## src/rtl/mem_arbiter.sv

```systemverilog
// Two-port arbiter in front of a single-port word memory. Instruction fetch
// and load/store share one access per cycle; load/store normally wins, and
// fetch is forced through after STARVE_MAX consecutive lost cycles. Read
// data returns one cycle after the grant, steered by the registered owner.
//
// owner state | meaning
// ------------+---------------------------------------------------------
// OWN_NONE    | no read in flight; both rvalid outputs low next cycle
// OWN_IF      | fetch read granted last cycle; if_rvalid_o/if_rdata_o live
// OWN_LS      | load read granted last cycle; ls_rvalid_o/ls_rdata_o live
module mem_arbiter #(
  parameter int AW         = 10,
  parameter int STARVE_MAX = 3
) (
  input  logic          clk_i,
  input  logic          rst_n_i,
  input  logic          if_req_i,
  input  logic [31:0]   if_addr_i,
  output logic          if_gnt_o,
  output logic          if_rvalid_o,
  output logic [31:0]   if_rdata_o,
  input  logic          ls_req_i,
  input  logic          ls_we_i,
  input  logic [3:0]    ls_be_i,
  input  logic [31:0]   ls_addr_i,
  input  logic [31:0]   ls_wdata_i,
  output logic          ls_gnt_o,
  output logic          ls_rvalid_o,
  output logic [31:0]   ls_rdata_o,
  output logic          mem_en_o,
  output logic [3:0]    mem_we_o,
  output logic [AW-1:0] mem_addr_o,
  output logic [31:0]   mem_din_o,
  input  logic [31:0]   mem_dout_i,
  output logic [15:0]   conflict_cnt_o
);

  // One spare code above STARVE_MAX keeps the counter width sane for tiny values.
  localparam int SW = $clog2(STARVE_MAX + 2);

  typedef enum logic [1:0] {
    OWN_NONE = 2'd0,
    OWN_IF   = 2'd1,
    OWN_LS   = 2'd2
  } owner_e;

  owner_e        owner_q, owner_d;
  logic [SW-1:0] starve_q, starve_d;
  logic [15:0]   conflict_q, conflict_d;

  logic both_req;
  logic fetch_wins;
  logic if_gnt;
  logic ls_gnt;
  logic ls_store_gnt;

  // Word addressing drops the byte offset and anything above the memory.
  logic unused_addr_bits;
  assign unused_addr_bits = ^{if_addr_i[31:AW+2], if_addr_i[1:0],
                              ls_addr_i[31:AW+2], ls_addr_i[1:0]};

  // Grant decision: combinational from requests and starvation state, masked in reset.
  always_comb begin
    both_req     = if_req_i & ls_req_i;
    fetch_wins   = (starve_q == SW'(STARVE_MAX));
    if_gnt       = rst_n_i & if_req_i & (~ls_req_i | fetch_wins);
    ls_gnt       = rst_n_i & ls_req_i & ~if_gnt;
    ls_store_gnt = ls_gnt & ls_we_i;
  end

  // State register: owner, starvation counter and conflict counter.
  always_ff @(posedge clk_i) begin
    if (!rst_n_i) begin
      owner_q    <= OWN_NONE;
      starve_q   <= '0;
      conflict_q <= '0;
    end else begin
      owner_q    <= owner_d;
      starve_q   <= starve_d;
      conflict_q <= conflict_d;
    end
  end

  // Next-state logic; starvation is bounded because fetch wins at STARVE_MAX.
  always_comb begin
    owner_d = OWN_NONE;
    if (if_gnt) begin
      owner_d = OWN_IF;
    end else if (ls_gnt && !ls_we_i) begin
      owner_d = OWN_LS;
    end

    starve_d = '0;
    if (if_req_i && !if_gnt) begin
      starve_d = starve_q + 1'b1;
    end

    conflict_d = conflict_q;
    if (both_req && (conflict_q != 16'hFFFF)) begin
      conflict_d = conflict_q + 16'd1;
    end
  end

  // Outputs: memory port follows the winner, read data steered by the owner.
  always_comb begin
    if_gnt_o    = if_gnt;
    ls_gnt_o    = ls_gnt;
    mem_en_o    = if_gnt | ls_gnt;
    mem_we_o    = ls_store_gnt ? ls_be_i : 4'b0000;
    mem_din_o   = ls_store_gnt ? ls_wdata_i : 32'h0;
    mem_addr_o  = '0;
    if (if_gnt) begin
      mem_addr_o = if_addr_i[AW+1:2];
    end else if (ls_gnt) begin
      mem_addr_o = ls_addr_i[AW+1:2];
    end

    // A read granted just before reset is dropped while reset is held.
    if_rvalid_o    = rst_n_i & (owner_q == OWN_IF);
    ls_rvalid_o    = rst_n_i & (owner_q == OWN_LS);
    if_rdata_o     = if_rvalid_o ? mem_dout_i : 32'h0;
    ls_rdata_o     = ls_rvalid_o ? mem_dout_i : 32'h0;
    conflict_cnt_o = conflict_q;
  end

endmodule
```

## config.mk

```make
export PLATFORM = sky130hd
export DESIGN_NAME = mem_arbiter
export DESIGN_NICKNAME = d
export VERILOG_FILES = /design/src/rtl/mem_arbiter.sv
export SDC_FILE = /design/constraint.sdc
export NUM_CORES = 1
export LEC_CHECK = 0
export BUFFER_PORTS_ARGS = -buffer_cell sky130_fd_sc_hd__buf_2
export CAP_MARGIN = 20
export CORE_AREA = 2 2 103 105
export CTS_BUF_LIST = sky130_fd_sc_hd__clkbuf_8
export CTS_CLUSTER_DIAMETER = 80
export DETAILED_ROUTE_END_ITERATION = 16
export DIE_AREA = 0 0 105 107
export PLACE_DENSITY = 0.58
export SLEW_MARGIN = 20
export SYNTH_ARGS = -nofsm -noshare
export SYNTH_HDL_FRONTEND = slang
export SYNTH_SLANG_ARGS = --single-unit
```

## constraint.sdc

```tcl
create_clock -name clk_i -period 4.9 [get_ports clk_i]
set_input_delay 0.98 -clock clk_i [delete_from_list [all_inputs] [get_ports clk_i]]
set_output_delay 0.98 -clock clk_i [all_outputs]
set_load 0.02 [all_outputs]
```

==> metrics.txt <==
result of the run finished clean; Worst Path Arrival 2.62 ns; synthesized instance count 247; clock tree from TritonCTS done; cell area after technology mapping 1800 sq um; Final ANT Viol Nets 0; cell at the root of the clock tree clkbuf_8; biggest area consumer among synthesized cells dfxtp_1; remaining routing DRC violations 0; worst slew margin relative to its limit 0.360; overall global routing resource usage 0.130; x dimension of the die 105 um; detailed-route vias per instance 4.40; synthesized area per cell 7.29 sq um; TNS Setup 0 ns; required time of the critical path 3.92 ns; count of pins on the block boundary 268; register clock-pin slew on the reported worst setup and hold paths 0.09 ns; fraction of synthesized cell area taken by the top area cell type 0.233; most frequently used flop master after synthesis dfxtp_1; number of H-tree levels 1; non-filler instance count after layout 594; clock period minus worst slack 3.60 ns; Clock Path Buffers 2; violation count after the first detailed-routing iteration 76; Avg WL per Cell 13.6 um; Setup-failing EPs final 0; Yosys reg bits 21; post-cts gate resize count 0; weighted congestion at the end of routability-driven global placement 0.806; number of global-route vias before repair 2489; TritonCTS buffer count 3; area of the core 10100 sq um; sum of met2 wire segment lengths after detailed routing 4230 um; Max Cap Viol 0; crit path max fanout 29; Site Rows 37; final clock skew 0.0105 ns; yosys synthesis warning count 0; share of the yosys chip area belonging to registers 0.233; buffer count from post-CTS setup fixing 0; router iterations before antenna repair 4; unrepaired setup endpoints after global routing false; leakage power figure 1.88 nW; Die Footprint 11200 sq um; count of nets after finishing 599; pins over their slew limit 0; Post-Place Cells 590; proportion of layout cells with a drive suffix above 1 0.522; worst reg-to-reg path cell count 4; core utilization of the finished layout 0.307; gr ovfl total 0; number of I/O port buffers 223; Post-Synthesis Net Count 387; total power per unit cell area 137 nW/um^2; starting density of the core 0.179; global-route wire length before repair 12200 um; Met3 Wirelength 462 um; largest net degree at the start of global routing 38; aggregate routed wire length 8100 um; fraction of registers with async set/reset 0; kind of critical path in -> out; clock insertion delay at the later pin of the skew report 0.27 ns; length of routed wiring on met1 3380 um; ratio of final minimum period to clock period 0.735; count of unique library cells instantiated by Yosys 33; Max Clock Freq 0.278 GHz; Critical Path Source rst_n_i; via count 2616; Final HPWL DP 6610 um; Syn-to-layout area delta 71.8%; Top Metal Used met4; final hold violations 0; kind of start point of the critical path primary input; capture point of the worst reg-to-reg path conflict_cnt_o[10]$_SDFFE_PN0P_; CP endpoint mem_din_o[25]; vertical extent of the die 107 um; maximum resistive drop on vdd 0.0788 mV; count of hold buffers inserted by post-cts repair 0; slew at the pin with the worst max-slew slack 0.948 ns; internal reg-to-reg setup slack 2.85 ns; total design power 0.425 mW; diodes inserted 0; number of antenna violations at the first check in global routing 0; Post-synth EDFFs 0; type of the most critical hold path reg -> reg; launch point of the worst reg-to-reg path conflict_cnt_o[8]$_SDFFE_PN0P_; most area-consuming cells after synthesis dfxtp_1 (23%), and2_1 (23%), and3_1 (13%); hold path cells 1; Worst Setup End Kind output pin; sink count of the clock tree 21
## cells in the mapped netlist, drive strengths merged (2+ instances only)
cell	n
and2	65
and3	38
dfxtp	21
clkbuf	19
a21oi	14
a22o	10
o31ai	10
nand2	8
nor2	8
or4	8
nand3	7
inv	6
nand4	5
or3	5
ha	3
nor3	3
o21ai	3
nor4	2
o211ai	2
o311ai	2
## logic make-up after synthesis
kind of cell / synth area share
fa+ha+maj: 0.0208
compound gates: 0.169
simple gates: 0.518
flops: 0.233
buf+inv: 0.0583
## cells in the final DEF (no fill, tap or decap)
cell / count
a21oi_1: 13
o211a_1: 1
nor4_1: 2
inv_1: 6
a22o_1: 10
nor2_1: 8
buf_4: 4
a21oi_2: 1
o22ai_1: 1
o31ai_2: 1
clkbuf_8: 3
nand2_1: 7
or3_4: 1
nor3b_2: 1
o41ai_1: 1
nand2_2: 1
and2_1: 65
and3_1: 38
ha_1: 3
o31ai_1: 9
nor3_1: 3
and4_1: 1
o311ai_0: 2
o211ai_1: 2
nor2b_1: 1
or3_1: 3
or3_2: 1
or4_2: 1
or4_1: 7
o21ai_0: 3
nand2b_1: 1
nand3_1: 6
buf_2: 223
dfxtp_1: 21
nand3_2: 1
clkinv_2: 1
nand4_1: 5
## layout make-up
type / instances / area, sq um
Fill cell: 1144 / 7000
Inverter: 6 / 22.5
Clock buffer: 3 / 41.3
Timing Repair Buffer: 227 / 1150
Sequential cell: 21 / 420
Clock inverter: 1 / 5.00
Multi-Input combinational cell: 200 / 1290
Tap cell: 136 / 170
## routing by layer
layer,global-route usage,vias to the layer above
li1,-,1304
met1,0.161,1211
met2,0.244,99
met3,0.0225,2
met4,0.0105,0
met5,0,-
## critical path, cell delays in order
cell and delay, ns:
buf_2 0.18, nand2_1 0.09, a21oi_2 0.62, buf_4 0.38, and3_1 0.20, buf_2 0.16
## report_power, final
part	leakage [nW]	internal (mW)	total, mW	switching (mW)
Clock	0.0255	0.0567	0.117	0.0606
Sequential	0.170	0.172	0.174	0.00169
Combinational	1.68	0.0567	0.133	0.0766
Total	1.88	0.286	0.425	0.139
## worst min-delay path by stage
stage / startpoint / end / slack (ns)
after floorplan: starve_q[0]$_SDFF_PN0_ / starve_q[0]$_SDFF_PN0_ / 0.40
final: starve_q[0]$_SDFF_PN0_ / starve_q[0]$_SDFF_PN0_ / 0.45
after global routing: starve_q[0]$_SDFF_PN0_ / starve_q[0]$_SDFF_PN0_ / 0.46
after detailed placement: starve_q[0]$_SDFF_PN0_ / starve_q[0]$_SDFF_PN0_ / 0.42
after global placement: starve_q[0]$_SDFF_PN0_ / starve_q[0]$_SDFF_PN0_ / 0.41
after CTS: starve_q[0]$_SDFF_PN0_ / starve_q[0]$_SDFF_PN0_ / 0.44
## state kept, by name (all words and copies together), names as in the netlist
register        cells
conflict_cnt_o     16
starve_q            3
owner_q             2
## stage by stage
step / hold slack (ns) / area, sq um / setup WS (ns)
finish: 0.446 / 3100 / 1.30
global route: 0.464 / 3100 / 1.11
global placement: 0.408 / 3040 / 1.38
floorplan: 0.399 / 1800 / 1.52
CTS: 0.441 / 3090 / 1.31
detailed placement: 0.421 / 3040 / 1.31
(Power assumes the default switching activity.)
